### config.mk
export PLATFORM = sky130hd
export DESIGN_NAME = mem_bus_rr_mux
export DESIGN_NICKNAME = d
export VERILOG_FILES = /design/src/rtl/mem_bus_rr_mux.sv
export SDC_FILE = /design/constraint.sdc
export NUM_CORES = 1
export LEC_CHECK = 0
export BUFFER_PORTS_ARGS = -buffer_cell sky130_fd_sc_hd__buf_2
export CORE_AREA = 5 5 378 380
export DETAILED_ROUTE_END_ITERATION = 6
export DIE_AREA = 0 0 383 385
export PLACE_DENSITY = 0.32
export SYNTH_ARGS = -nofsm -noshare
export SYNTH_HDL_FRONTEND = slang
export SYNTH_SLANG_ARGS = --single-unit
### constraint.sdc
create_clock -name clk_i -period 2.52 [get_ports clk_i]
set_input_delay 0.378 -clock clk_i [delete_from_list [all_inputs] [get_ports clk_i]]
set_output_delay 0.378 -clock clk_i [all_outputs]
set_load 0.01 [all_outputs]
### src/rtl/mem_bus_rr_mux.sv
// ============================================================================
// mem_bus_rr_mux
// ----------------------------------------------------------------------------
// N-to-1 multiplexer for the fixed-latency MEM request/response bus. Several
// requesters (LSU or accelerator ports) share one memory port, for example a
// TCDM/SRAM bank. Arbitration is round-robin. A grant lock holds the request
// payload stable while the memory stalls. Each response is routed back to its
// requester with a per-input valid strobe, which the plain MEM bus does not
// carry.
//
// Ports
//   clk_i          rising-edge clock
//   rst_i          synchronous, active-high reset
//   in_q_*_i       per-input request fields, input k in slice k
//   in_q_valid_i   per-input request valid
//   in_q_ready_o   per-input request ready (only the granted input sees ready)
//   in_p_data_o    per-input response data (every slice carries out_p_data_i)
//   in_p_valid_o   per-input response strobe, RespLatency cycles after the
//                  handshake
//   out_q_*_o      request fields of the granted input, towards memory
//   out_q_valid_o  OR of all request valids (forced low during reset)
//   out_q_ready_i  memory ready
//   out_p_data_i   memory response data
// ============================================================================
module mem_bus_rr_mux #(
   parameter  int unsigned NumInp      = 4,
   parameter  int unsigned AddrWidth   = 48,
   parameter  int unsigned DataWidth   = 64,
   parameter  int unsigned UserWidth   = 1,
   parameter  int unsigned RespLatency = 1,
   localparam int unsigned StrbWidth   = DataWidth / 8,
   localparam int unsigned IdxW        = (NumInp > 1) ? $clog2(NumInp) : 1
) (
   input  logic                           clk_i,
   input  logic                           rst_i,
   // Requester side
   input  logic [NumInp*AddrWidth-1:0]    in_q_addr_i,
   input  logic [NumInp-1:0]              in_q_write_i,
   input  logic [NumInp*4-1:0]            in_q_amo_i,
   input  logic [NumInp*DataWidth-1:0]    in_q_data_i,
   input  logic [NumInp*StrbWidth-1:0]    in_q_strb_i,
   input  logic [NumInp*UserWidth-1:0]    in_q_user_i,
   input  logic [NumInp-1:0]              in_q_valid_i,
   output logic [NumInp-1:0]              in_q_ready_o,
   output logic [NumInp*DataWidth-1:0]    in_p_data_o,
   output logic [NumInp-1:0]              in_p_valid_o,
   // Memory side
   output logic [AddrWidth-1:0]           out_q_addr_o,
   output logic                           out_q_write_o,
   output logic [3:0]                     out_q_amo_o,
   output logic [DataWidth-1:0]           out_q_data_o,
   output logic [StrbWidth-1:0]           out_q_strb_o,
   output logic [UserWidth-1:0]           out_q_user_o,
   output logic                           out_q_valid_o,
   input  logic                           out_q_ready_i,
   input  logic [DataWidth-1:0]           out_p_data_i
);

   // Arbitration state: round-robin pointer and grant lock.
   logic [IdxW-1:0]   rr_q, rr_d;
   logic              lock_q, lock_d;
   logic [IdxW-1:0]   lockIdx_q, lockIdx_d;

   // Response pipeline: one {valid, index} pair per latency stage.
   logic [RespLatency-1:0]            pipeVld_q, pipeVld_d;
   logic [RespLatency-1:0][IdxW-1:0]  pipeIdx_q, pipeIdx_d;

   logic [IdxW-1:0]   grant;
   logic              outValid;
   logic              handshake;

   // The grant decision. A live lock wins outright, so the payload seen by
   // memory cannot change while it stalls. If the locked requester has
   // dropped its valid, the lock is ignored in this cycle and the normal
   // round-robin search picks the first valid input at or after the pointer.
   always_comb begin : arbitrate
      logic            found;
      logic [IdxW-1:0] candIdx;
      found   = 1'b0;
      candIdx = '0;
      grant   = '0;
      if (lock_q && in_q_valid_i[lockIdx_q]) begin
         grant = lockIdx_q;
         found = 1'b1;
      end
      for (int unsigned i = 0; i < NumInp; i++) begin
         candIdx = IdxW'((32'(rr_q) + i) % NumInp);
         if (!found && in_q_valid_i[candIdx]) begin
            grant = candIdx;
            found = 1'b1;
         end
      end
   end

   // Reset masks the request towards memory. Nothing can then be accepted
   // while the block is being cleared.
   assign outValid  = (|in_q_valid_i) && !rst_i;
   assign handshake = outValid && out_q_ready_i;

   // The request payload is a plain combinational mux on the grant index.
   assign out_q_addr_o  = in_q_addr_i[grant*AddrWidth +: AddrWidth];
   assign out_q_write_o = in_q_write_i[grant];
   assign out_q_amo_o   = in_q_amo_i[grant*4 +: 4];
   assign out_q_data_o  = in_q_data_i[grant*DataWidth +: DataWidth];
   assign out_q_strb_o  = in_q_strb_i[grant*StrbWidth +: StrbWidth];
   assign out_q_user_o  = in_q_user_i[grant*UserWidth +: UserWidth];
   assign out_q_valid_o = outValid;

   // Only the granted requester sees memory ready. All other inputs see a
   // stall, so they keep their requests pending.
   always_comb begin
      in_q_ready_o = '0;
      if (outValid) begin
         in_q_ready_o[grant] = out_q_ready_i;
      end
   end

   // Next arbitration state. The pointer moves one past the winner only on
   // an accepted request. The lock is taken whenever a request is presented
   // but not accepted. Otherwise it is released: on the handshake, on an
   // idle bus, or when the locked requester withdrew. In the withdrawn case
   // the lock may be taken again at once, for whichever input now stalls.
   always_comb begin
      rr_d      = rr_q;
      lock_d    = 1'b0;
      lockIdx_d = lockIdx_q;
      if (handshake) begin
         rr_d = IdxW'((32'(grant) + 32'd1) % NumInp);
      end
      if (outValid && !out_q_ready_i) begin
         lock_d    = 1'b1;
         lockIdx_d = grant;
      end
   end

   // Response pipeline shift. Stage 0 records every cycle whether a request
   // was accepted and from whom. That record comes out of the last stage
   // exactly RespLatency cycles later, in step with the memory data.
   always_comb begin
      pipeVld_d    = pipeVld_q;
      pipeIdx_d    = pipeIdx_q;
      pipeVld_d[0] = handshake;
      pipeIdx_d[0] = grant;
      for (int unsigned i = 1; i < RespLatency; i++) begin
         pipeVld_d[i] = pipeVld_q[i-1];
         pipeIdx_d[i] = pipeIdx_q[i-1];
      end
   end

   // Control state registers. Clearing the pipeline valids discards every
   // response still in flight, so no strobe appears after a reset.
   always_ff @(posedge clk_i) begin
      if (rst_i) begin
         rr_q      <= '0;
         lock_q    <= 1'b0;
         lockIdx_q <= '0;
         pipeVld_q <= '0;
      end else begin
         rr_q      <= rr_d;
         lock_q    <= lock_d;
         lockIdx_q <= lockIdx_d;
         pipeVld_q <= pipeVld_d;
      end
   end

   // The index payload is only meaningful next to its valid bit, so it
   // needs no reset.
   always_ff @(posedge clk_i) begin
      pipeIdx_q <= pipeIdx_d;
   end

   // Response routing. The data fans out to every requester. The strobe
   // marks the one that owns it, and is forced low while reset is held.
   always_comb begin
      in_p_valid_o = '0;
      if (!rst_i && pipeVld_q[RespLatency-1]) begin
         in_p_valid_o[pipeIdx_q[RespLatency-1]] = 1'b1;
      end
   end

   assign in_p_data_o = {NumInp{out_p_data_i}};

endmodule

==> impl_results.rst, run 1 <==
.. list-table::
   :header-rows: 1

   * - Metric
     - Value
   * - Count of routing violations after the opening detailed-route iteration
     - 713
   * - Critical Path RT
     - 2.14 ns
   * - Share of async-settable or async-resettable flops after synthesis
     - 0%
   * - Slew @ Worst Pin
     - 0.5232 ns
   * - Met1 routing resource usage after global routing
     - 14.38%
   * - Die boundary height
     - 385 um
   * - Final wirelength
     - 96.86 mm
   * - Unrepaired setup endpoints after global routing
     - true
   * - Most used cell along the critical path
     - buf_4
   * - First-pass GRT wire length
     - 123.2 mm
   * - Startpoint type of the worst setup path
     - flop
   * - Residual DRC count
     - 0
   * - Horizontal die dimension
     - between 300 and 400 um
   * - Critical Path End Type
     - primary output
   * - HP Class
     - input port to flop
   * - Floorplan die area
     - roughly 150000 um^2
   * - Crit path cell chain
     - mux2i_2 -> buf_4 -> o22a_4 -> buf_12 -> buf_4 -> and4_1 -> a2111oi_2 -> a31oi_4 -> buf_2
   * - Largest voltage drop on the vdd net
     - 0.1484 mV
   * - Critical Setup Path Class
     - flop to primary output
   * - Met3 track demand over resource
     - between 5 and 6%
   * - Skew final
     - ~0.0017 ns
   * - Syn. warnings
     - 0
   * - Final Hold Viols
     - 0
   * - Total buffers and inverters traversed by the critical path
     - 4
   * - Mean cell area of the mapped netlist
     - approximately 6.2 um^2
   * - Largest cells by area after synthesis
     - buf_4 19%, and4_1 11%, a2111oi_0 10%
   * - Critical path's largest stage delay
     - roughly 0.47 ns
   * - Final weighted congestion in routability-driven placement
     - 0.8105
   * - Static Leak
     - 7.277 nW
   * - Cell Area, Placed
     - 15490 um^2
   * - GRT Max-Usage Layer
     - met2
   * - Crit path DAT
     - 2.54 ns
   * - Remaining antenna violation count after routing
     - 0
   * - Total of fill cells in the finished design
     - 16130
   * - Most common cell after layout, fill and taps aside
     - buf_2
   * - Layout Cells excl Fill
     - just under 4000
   * - Largest net degree at the start of global routing
     - 114
   * - Maximum fanout encountered on the critical timing path
     - 46
   * - H-tree Lvls
     - 1
   * - Normalized max-slew margin
     - 65.12%
   * - Worst-Skew Late Latency
     - about 0.24 ns
   * - Average via count per standard cell
     - about 3.8
   * - Run status
     - finished with violations
   * - Met2 usage
     - 19.85%
   * - Total via count in the routed design
     - roughly 15000
   * - Dominant cell type by area after synthesis
     - buf_4
   * - Kind of cell adding the most delay to the critical path
     - compound AO/OA/AOI/OAI gates
   * - Minimum clock period after layout
     - approximately 2.9 ns
   * - Synthesis-stage register bit count
     - 8
   * - Post-layout util
     - 13.74%
   * - Floorplan row count
     - roughly 140
   * - Relative area change from synthesis to final layout
     - 85.60%
   * - Failing checks
     - negative setup slack
   * - Core outline area
     - 138800 um^2
   * - Final hold slack
     - 0.3663 ns
   * - Area taken by flip-flops and latches
     - about 170 um^2
   * - Netlist area before placement
     - 10280 um^2
   * - Clock Sink Count
     - 8
   * - Most used flip-flop cell after synthesis
     - dfxtp_1
   * - Setup ws final
     - -0.4014 ns
   * - Io pins
     - 966
   * - Clock tree from TritonCTS
     - done
   * - Endpoints failing setup
     - between 100 and 150
   * - Total Negative Setup Slacks
     - -34.44 ns
   * - Summed area of non-filler cells in the final layout
     - 19080 um^2
   * - Sequential cell area fraction in the yosys report
     - 1.558%
   * - Initial Utilization
     - 7.403%
   * - Antenna violations before repair
     - 61
   * - Highest-delay cell along the critical path
     - a2111oi_2
   * - Highest clock frequency the design can meet
     - 342.3 MHz
   * - Half-perimeter wire length after detailed placement
     - 77.15 mm
   * - Period utilisation layout
     - 115.9%
   * - Power per Cell Area
     - 331.6 nW/um^2
   * - Combined global-route utilization of all metal layers
     - between 10% and 20%
   * - Global-route congestion overflow total
     - 0
   * - Number of global-route vias before repair
     - 14730
   * - TritonCTS buffer count
     - 3
   * - Max Slew Vio Count
     - 0
   * - Share of post-route cells with drive strength above 1
     - approximately 54%
   * - Number of enable flip-flop cells after synthesis
     - 0
   * - Most frequent cells in the layout
     - 598 x buf_2, 200 x buf_4, 132 x nand2_1
   * - Gate count after technology mapping
     - 1646
   * - Average wire per cell in the routed design
     - about 25 um
   * - Area occupied by multi-input gates
     - around 9600 um^2
   * - Number of cells after detailed placement
     - 3883
   * - Maximum number of buffers from clock root to sink
     - 2
   * - Maximum Capacitance Violations
     - 0
   * - IO buf count
     - 645
   * - Root Buffer Master
     - clkbuf_16
   * - Post-Synthesis Net Count
     - 2221
   * - Share of the synthesized area in the top cell type
     - 19.21%
   * - First-pass iteration count of the detailed router
     - 6
   * - NumNets Final
     - approximately 2700
   * - Number of distinct library cell variants in the gate-level netlist after synthesis
     - 40
   * - Post-CTS clock slew at the launch and capture registers of the worst setup and hold paths
     - approximately 0.04 ns
cell families after synthesis:
logic type	Yosys count	synth area share [%]
muxes	3	0.3408
and+or+nand+nor	665	38.77
AOI/OAI and AO/OA	515	31.82
DFF	8	1.558
buffers and inverters	455	27.51
report_power, final:
| part | total, mW | switching [mW] | internal (mW) |
|---|---|---|---|
| Clock | 0.287 | 0.0751 | 0.212 |
| Sequential | 0.151 | 0.0134 | 0.138 |
| Combinational | 5.89 | 3.24 | 2.65 |
| Total | 6.33 | 3.33 | 3.00 |
Yosys cell counts (8+ instances only):
library cell and number:
a31oi_1 126, buf_2 28, buf_6 13, and4_1 126, a2111oi_0 120, nand2b_1 133, nand3_1 127, buf_4 263
and2_1 120, o21ai_0 127, dfxtp_1 8, nand2_1 134, a21oi_1 129, clkbuf_1 148
area by class of cell:
cell class              instances  share of cell area (%)
well taps                    1807                   11.85
clock buffers                   4                  0.4132
multi-input cells            1183                   50.16
flip-flops and latches          8                  0.8985
repair buffers                933                   36.47
diodes                         13                  0.1705
inverters                       2                 0.03935
sequential cells by signal, indices dropped and copies added (netlist names):
register,cells
lockIdx_q,2
pipeIdx_q,2
rr_q,2
lock_q,1
pipeVld_q,1
worst paths after layout:
check	cells past startpoint	to	slack, ns	start
setup reg to reg	10	rr_q[1]	0.19	lockIdx_q[1]
hold / removal	2	lock_q	0.37	out_q_ready_i
setup / recovery	9	out_q_data_o[11]	-0.40	lockIdx_q[1]
hold reg to reg	2	lockIdx_q[0]	0.49	lockIdx_q[0]
per-stage QoR:
stage          setup WS (ns)  power, mW
2_1_floorplan         0.2374      2.314
3_3_place_gp          -1.283      4.618
3_5_place_dp          -1.020      4.621
4_1_cts              -0.4333      5.868
5_1_grt              -0.4979      6.727
6_report             -0.4014      6.325
routing by layer:
metal	up-vias	wire length, um	share of wire [%]
met2	664	45500	47
met3	158	9902	10
met4	48	1782	1.8
li1	6840	-	-
met5	-	284	0.29
met1	7181	39390	41
what timing repair did:
action,4_1_cts,5_1_grt
gates resized for setup,349,216
cloned,10,10
hold endpoints to repair,0,0
pin swaps,38,51
setup buffers,15,16
setup endpoints to repair,130,130
hold buffers,0,0
Power figures use the tool's default switching activity.
==> run 2, diff against run 1 <==
--- a/config.mk
+++ b/config.mk
@@ -10,6 +10,7 @@
 export DETAILED_ROUTE_END_ITERATION = 6
 export DIE_AREA = 0 0 383 385
 export PLACE_DENSITY = 0.32
+export SKIP_CTS_REPAIR_TIMING = 1
 export SYNTH_ARGS = -nofsm -noshare
 export SYNTH_HDL_FRONTEND = slang
 export SYNTH_SLANG_ARGS = --single-unit
==> constraint.sdc (replaced) <==
create_clock -name clk_i -period 3.3 [get_ports clk_i]
set_input_delay 0.495 -clock clk_i [delete_from_list [all_inputs] [get_ports clk_i]]
set_output_delay 0.495 -clock clk_i [all_outputs]
set_load 0.01 [all_outputs]
==> run 2 against run 1 <==
  * Die area stayed put
  * Critical path depth is 1 lower
  * Highest routed layer unchanged
  * Sequential power is 23% lower
  * First-iteration DRC count rose by 25%
  * Register-to-register slack better by 0.70 ns
  * The flow now finishes without violations
==> impl_results.rst, run 2 (synthesis results as in run 1) <==
.. list-table::
   :header-rows: 1

   * - Metric
     - Value
   * - Combined global-route utilization of all metal layers
     - a little under an eighth
   * - First-pass iteration count of the detailed router
     - 5
   * - Critical Path End Type
     - primary output
   * - Maximum Capacitance Violations
     - 0
   * - Power per Cell Area
     - 240.7 nW/um^2
   * - Final Hold Viols
     - 0
   * - Share of power burned in registers
     - 3.2%
   * - Unrepaired setup endpoints after global routing
     - true
   * - Share of power burned in combinational logic
     - about nine tenths
   * - Most common cell after layout, fill and taps aside
     - buf_2
   * - NumNets Final
     - 2574
   * - Net Switching
     - around 2.1 mW
   * - Area taken by flip-flops and latches
     - approximately 160 um^2
   * - Static Leak
     - 5.961 nW
   * - Normalized max-slew margin
     - between 40% and 50%
   * - Half-perimeter wire length after detailed placement
     - 77.32 mm
   * - Highest-delay cell along the critical path
     - o41a_4
   * - Maximum fanout encountered on the critical timing path
     - 45
   * - Remaining antenna violation count after routing
     - 0
   * - Clock tree from TritonCTS
     - done
   * - HP Class
     - flop to flop
   * - Worst-Skew Late Latency
     - 0.23 ns
   * - Share of post-route cells with drive strength above 1
     - between 40% and 50%
   * - Slew @ Worst Pin
     - 0.8322 ns
   * - Initial Utilization
     - 7.403%
   * - First-pass GRT wire length
     - 120.3 mm
   * - Worst hold stages
     - 2
   * - Period utilisation layout
     - 99.59%
   * - Part of the total power dissipated in the clock network
     - approximately 5.8%
   * - Clock Sink Count
     - 8
   * - Antenna violations before repair
     - just over 60
   * - Horizontal die dimension
     - between 300 and 400 um
   * - Final weighted congestion in routability-driven placement
     - between 0.8 and 0.9
   * - Residual DRC count
     - 0
   * - IO buf count
     - 645
   * - Maximum number of buffers from clock root to sink
     - 2
   * - GRT Max-Usage Layer
     - met2
   * - Met1 routing resource usage after global routing
     - between 10% and 20%
   * - Setup ws final
     - 0.01346 ns
   * - Post-CTS clock slew at the launch and capture registers of the worst setup and hold paths
     - roughly 0.040 ns
   * - R2R Setup Slk
     - 0.89 ns
   * - Crit path cell chain
     - mux2i_4 -> nor2_1 -> o41a_4 -> buf_12 -> a2111oi_4 -> buf_6 -> a31oi_1 -> buf_2
   * - Met2 usage
     - between 15 and 20%
   * - H-tree Lvls
     - 1
   * - Most frequent cells in the layout
     - 636 x buf_2, 133 x nand2_1, 133 x nand2b_1
   * - Startpoint type of the worst setup path
     - flop
   * - Area occupied by multi-input gates
     - 7801 um^2
   * - Total buffers and inverters traversed by the critical path
     - 3
   * - Highest clock frequency the design can meet
     - 304.3 MHz
   * - Total of fill cells in the finished design
     - 16480
   * - Core outline area
     - 138800 um^2
   * - Largest net degree at the start of global routing
     - 85
   * - Number of global-route vias before repair
     - approximately 14000
   * - Met3 track demand over resource
     - 5.463%
   * - Endpoints failing setup
     - 0
   * - Floorplan die area
     - 147500 um^2
   * - Floorplan row count
     - 137
   * - Cell-internal power
     - 1.587 mW
   * - Total via count in the routed design
     - 14330
   * - Die boundary height
     - 385 um
   * - Average via count per standard cell
     - 3.748
   * - Cell depth of the worst flop-to-flop path
     - 7
   * - Logic depth of the worst path, buffers included
     - 8
   * - Worst setup slack before clock tree synthesis
     - -0.6260 ns
   * - Cell Area, Placed
     - 14660 um^2
   * - Critical path's largest stage delay
     - 0.52 ns
   * - TritonCTS buffer count
     - 3
   * - Net switching fraction of the power
     - 56.86%
   * - Io pins
     - 966
   * - Root Buffer Master
     - clkbuf_16
   * - Max Slew Vio Count
     - 0
   * - Run status
     - completed
   * - Skew final
     - 0.0002018 ns
   * - Final Total Pwr
     - approximately 3.7 mW
   * - Summed area of non-filler cells in the final layout
     - approximately 15000 um^2
   * - Largest registers
     - lockIdx_q x2, pipeIdx_q x2, rr_q x2
   * - Kind of cell adding the most delay to the critical path
     - compound AO/OA/AOI/OAI gates
   * - Minimum clock period after layout
     - 3.287 ns
   * - Average wire per cell in the routed design
     - approximately 24 um
   * - Final wirelength
     - 92.73 mm
   * - Count of routing violations after the opening detailed-route iteration
     - 891
   * - Crit path DAT
     - 2.79 ns
   * - Critical Path RT
     - about 2.8 ns
   * - Relative area change from synthesis to final layout
     - 48.72%
   * - Critical Setup Path Class
     - flop to primary output
   * - Largest voltage drop on the vdd net
     - 0.1667 mV
   * - Global-route congestion overflow total
     - 0
   * - Post-layout util
     - between 10% and 20%
[run 2: path summary, 6_finish.rpt]
path,start,end
max,lockIdx_q[1],out_q_data_o[27]
min,rr_q[0],rr_q[0]
max reg2reg,lockIdx_q[1],rr_q[1]
min reg2reg,rr_q[0],rr_q[0]
[run 2: metrics by stage]
stage                     TNS (ns)  hold WS [ns]  std cells
final                            0        0.5247       3823
after global routing       -0.6619        0.5412       3809
after CTS                   -4.117        0.5201       3803
after detailed placement    -3.028        0.5192       3799
after global placement      -4.843        0.5188       3798
after floorplan                  0        0.4577       1646
[run 2: layout make-up]
type	instances	area share [%]
clock buffers	4	0.5157
multi-input cells	1183	51.04
repair buffers	801	32.24
inverters	2	0.04911
well taps	1807	14.79
flip-flops and latches	8	1.072
diodes	18	0.2947
[run 2: power by group through the flow]
| stage | logic, mW | clock network (mW) | registers [mW] |
|---|---|---|---|
| finish | 3.35 | 0.214 | 0.117 |
| detailed placement | 3.28 | 0 | 0.118 |
| global placement | 3.28 | 0 | 0.118 |
| CTS | 3.29 | 0.220 | 0.117 |
| floorplan | 1.65 | 0 | 0.112 |
| global route | 3.62 | 0.224 | 0.119 |
[run 2: worst reg2reg max path, delay by kind of cell, from the launching register on]
family,cells,cell delay (ns)
buf+inv,2,0.37
compound gates,1,0.20
mux,1,0.35
simple gates,3,0.93
flops,1,0.42
[run 2: per-layer routing]
layer | vias to the layer above | wire length, um
met2 | 759 | 41330
met4 | 42 | 2234
met3 | 169 | 11020
met5 | - | 255
met1 | 6808 | 37890
li1 | 6552 | -
==> run 3, diff against run 2 <==
--- a/config.mk
+++ b/config.mk
@@ -5,11 +5,13 @@
 export SDC_FILE = /design/constraint.sdc
 export NUM_CORES = 1
 export LEC_CHECK = 0
+export ABC_AREA = 1
 export BUFFER_PORTS_ARGS = -buffer_cell sky130_fd_sc_hd__buf_2
-export CORE_AREA = 5 5 378 380
+export CORE_AREA = 5 5 377 379
+export CTS_CLUSTER_DIAMETER = 50
 export DETAILED_ROUTE_END_ITERATION = 6
-export DIE_AREA = 0 0 383 385
-export PLACE_DENSITY = 0.32
+export DIE_AREA = 0 0 382 384
+export PLACE_DENSITY = 0.3
 export SKIP_CTS_REPAIR_TIMING = 1
 export SYNTH_ARGS = -nofsm -noshare
 export SYNTH_HDL_FRONTEND = slang
==> run 3 against run 2 <==
  * Final area is 26% lower
  * Wire length is 4.1% lower
  * Area after synthesis is 37% lower
  * Setup slack better by 0.078 ns
  * Clock power is 4% lower
  * Worst hold slack worse by 0.053 ns
  * Clock-buffer cell count is 1 lower
  * Power is 140% higher
  * Critical path depth is 4 higher
==> impl_results.rst, run 3 <==
.. list-table::
   :header-rows: 1

   * - Metric
     - Value
   * - Mean cell area of the mapped netlist
     - 5.763 um^2
   * - Sequential cell area fraction in the yosys report
     - 2.492%
   * - Share of async-settable or async-resettable flops after synthesis
     - 0%
   * - Max Slew Vio Count
     - 0
   * - First-pass iteration count of the detailed router
     - 5
   * - Net switching fraction of the power
     - roughly three fifths
   * - Largest voltage drop on the vdd net
     - 0.2011 mV
   * - Gate count after technology mapping
     - around 1100
   * - Critical Setup Path Class
     - flop to primary output
   * - Largest registers
     - lockIdx_q x2, pipeIdx_q x2, rr_q x2
   * - Netlist area before placement
     - 6426 um^2
   * - Half-perimeter wire length after detailed placement
     - about 76 mm
   * - R2R Setup Slk
     - 1.01 ns
   * - First-pass GRT wire length
     - 106.2 mm
   * - Endpoints failing setup
     - 0
   * - Highest-delay cell along the critical path
     - nand4_1
   * - Final Hold Viols
     - 0
   * - Critical Path RT
     - 2.80 ns
   * - Total of fill cells in the finished design
     - 16540
   * - Commonest cells in the netlist
     - 265 x nand3_1, 261 x buf_4, 253 x nand4_1
   * - Final wirelength
     - 88.94 mm
   * - Die boundary height
     - about 380 um
   * - Remaining antenna violation count after routing
     - 0
   * - Most frequent cells in the layout
     - 632 x buf_2, 262 x nand3_1, 253 x nand4_1
   * - Critical Path End Type
     - primary output
   * - HP Class
     - input port to flop
   * - Io pins
     - 966
   * - Net Switching
     - 5.492 mW
   * - Post-layout util
     - 8.171%
   * - IO buf count
     - 645
   * - Startpoint type of the worst setup path
     - flop
   * - Maximum Capacitance Violations
     - 0
   * - Post-Synthesis Net Count
     - 1690
   * - Run status
     - completed
   * - Core outline area
     - 138500 um^2
   * - Most common cell after layout, fill and taps aside
     - buf_2
   * - H-tree Lvls
     - 1
   * - Horizontal die dimension
     - 382 um
   * - Period utilisation layout
     - 97.23%
   * - Critical path's largest stage delay
     - 0.45 ns
   * - Clock tree from TritonCTS
     - done
   * - Cell-internal power
     - 3.446 mW
   * - Hold Path Origin
     - rst_i
   * - Total buffers and inverters traversed by the critical path
     - 5
   * - RR Endpoint
     - rr_q[1]
   * - Count of routing violations after the opening detailed-route iteration
     - 588
   * - Leading cell type by number of instances after synthesis
     - nand3_1
   * - Minimum clock period after layout
     - 3.208 ns
   * - Share of post-route cells with drive strength above 1
     - between 50% and 60%
   * - Root Buffer Master
     - clkbuf_16
   * - Normalized max-slew margin
     - roughly three fifths
   * - Highest clock frequency the design can meet
     - 311.7 MHz
   * - Maximum number of buffers from clock root to sink
     - 2
   * - Final weighted congestion in routability-driven placement
     - 0.9112
   * - Static Leak
     - a little under 5 nW
   * - Clock Sink Count
     - 8
   * - Combined global-route utilization of all metal layers
     - 10.80%
   * - Largest net degree at the start of global routing
     - 69
   * - Crit path cell chain
     - buf_6 -> nand2_1 -> nand2_1 -> nand2_1 -> nand2_2 -> inv_2 -> nand4_1 -> buf_4 -> buf_12 -> nand4_1 -> nand4_1 -> buf_12
   * - Worst hold stages
     - 2
   * - Average via count per standard cell
     - roughly 3.1
   * - Crit Reg-Reg Startpoint
     - rr_q[0]
   * - Skew final
     - roughly 0.0011 ns
   * - Global-route congestion overflow total
     - 0
   * - Synthesis-stage register bit count
     - 8
   * - Most used flip-flop cell after synthesis
     - dfxtp_1
   * - Crit path DAT
     - 2.71 ns
   * - Unrepaired setup endpoints after global routing
     - true
   * - Final hold slack
     - 0.4714 ns
   * - TritonCTS buffer count
     - 3
   * - Maximum fanout encountered on the critical timing path
     - 46
   * - Syn. warnings
     - 0
   * - Antenna violations before repair
     - 76
   * - Power per Cell Area
     - 789.7 nW/um^2
   * - Largest cells by area after synthesis
     - buf_4 30%, nand4_1 25%, nand3_1 21%
   * - Floorplan row count
     - 137
   * - Number of distinct library cell variants in the gate-level netlist after synthesis
     - 21
   * - Final Total Pwr
     - between 8 and 9 mW
   * - Worst setup slack before clock tree synthesis
     - -0.1510 ns
   * - Residual DRC count
     - 0
   * - Share of power burned in registers
     - 1.5%
   * - End point of the most critical hold path
     - rr_q[0]
   * - Post-CTS clock slew at the launch and capture registers of the worst setup and hold paths
     - 0.04 ns
   * - Cell depth of the worst flop-to-flop path
     - 17
   * - NumNets Final
     - 2089
   * - Slew @ Worst Pin
     - 0.5881 ns
   * - Share of power burned in combinational logic
     - 96.2%
   * - Worst-Skew Late Latency
     - 0.23 ns
   * - Initial Utilization
     - 4.640%
   * - Number of enable flip-flop cells after synthesis
     - 0
   * - Number of global-route vias before repair
     - 10400
   * - Share of the synthesized area in the top cell type
     - between 30% and 40%
   * - Floorplan die area
     - 146700 um^2
   * - Dominant cell type by area after synthesis
     - buf_4
   * - Average wire per cell in the routed design
     - 26.63 um
   * - Relative area change from synthesis to final layout
     - 76.11%
   * - Setup ws final
     - roughly 0.092 ns
   * - Part of the total power dissipated in the clock network
     - 2.3%
   * - Total via count in the routed design
     - 10420
   * - Kind of cell adding the most delay to the critical path
     - simple AND/OR/NAND/NOR gates
run 3: cell types whose count changed in the layout (fill, tap and decap cells not counted), sizes merged, moves of 6 or more:
cell and change:
a2111oi -126, a21oi -126, a31oi -126, and2 -126, and4 -126, buf -46, clkbuf +6, inv +21
nand2 +39, nand2b -133, nand3 +140, nand4 +253, nor2 +7, o21ai -126
run 3: how the worst max path moves through the flow:
| stage | start | to | slack, ns | depth (start not counted) |
|---|---|---|---|---|
| 2_1_floorplan | in_q_valid_i[3] | out_q_addr_o[10] | 0.86 | 14 |
| 3_3_place_gp | in_q_valid_i[1] | out_q_data_o[25] | -0.22 | 15 |
| 3_5_place_dp | in_q_valid_i[1] | out_q_data_o[25] | -0.15 | 15 |
| 4_1_cts | rr_q[0] | out_q_data_o[25] | -0.21 | 14 |
| 5_1_grt | rr_q[0] | out_q_data_o[48] | -0.002 | 15 |
| 6_report | rr_q[0] | out_q_data_o[25] | 0.09 | 12 |
run 3: cells by family (layout without fill, tap and decap cells):
group | count (synthesis) | in the layout | synth area share [%]
buf+inv | 391 | 788 | 39.99
simple gates | 710 | 710 | 56.95
compound gates | 6 | 6 | 0.5646
other cells | 0 | 21 | 0
flops | 8 | 8 | 2.492
run 3: area by class of cell:
cell class / instances / area [um^2] / area share [%]
Tap cell: 1807 / 2261 / 19.98
Clock buffer: 3 / 75.07 / 0.6634
Sequential cell: 8 / 166.4 / 1.470
Timing Repair Buffer: 762 / 4900 / 43.29
Multi-Input combinational cell: 716 / 3774 / 33.34
Antenna cell: 21 / 52.55 / 0.4643
Inverter: 23 / 88.84 / 0.7850
run 3: through the flow:
step / instances / area [um^2] / setup TNS, ns
finish: 3340 / 11320 / 0
global route: 3324 / 11280 / -0.002781
CTS: 3284 / 10650 / -0.4466
detailed placement: 3281 / 10580 / -0.1827
global placement: 3281 / 10580 / -0.2966
floorplan: 1115 / 6426 / 0
run 3: per-layer routing:
layer / share of wire (%) / GRT usage, % / vias to the layer above
li1: - / - / 4592
met4: 1.3 / 1.175 / 56
met5: 0.39 / 0 / -
met3: 14 / 7.460 / 136
met2: 45 / 17.24 / 762
met1: 40 / 12.24 / 4871
run 3: worst register-to-register path, stage by stage (launching register included):
cell     delay (ns)
dfxtp_2        0.35
buf_6          0.14
nand2_1        0.07
nand2_1        0.07
nand2_2        0.05
nand2_2        0.09
inv_2          0.06
nand2_4        0.07
nor2_1         0.06
nor2_4         0.14
nand2_1        0.10
nor2_4         0.21
buf_12         0.20
buf_4          0.29
nand3_1        0.13
nand3_1        0.10
nand2_1        0.05
inv_1          0.04
run 3: power by group through the flow:
stage / clock network, mW / logic [mW] / registers [mW]
floorplan: 0 / 3.50 / 0.130
detailed placement: 0 / 8.09 / 0.135
global placement: 0 / 8.12 / 0.135
CTS: 0.212 / 8.12 / 0.134
finish: 0.205 / 8.60 / 0.137
global route: 0.218 / 9.23 / 0.140
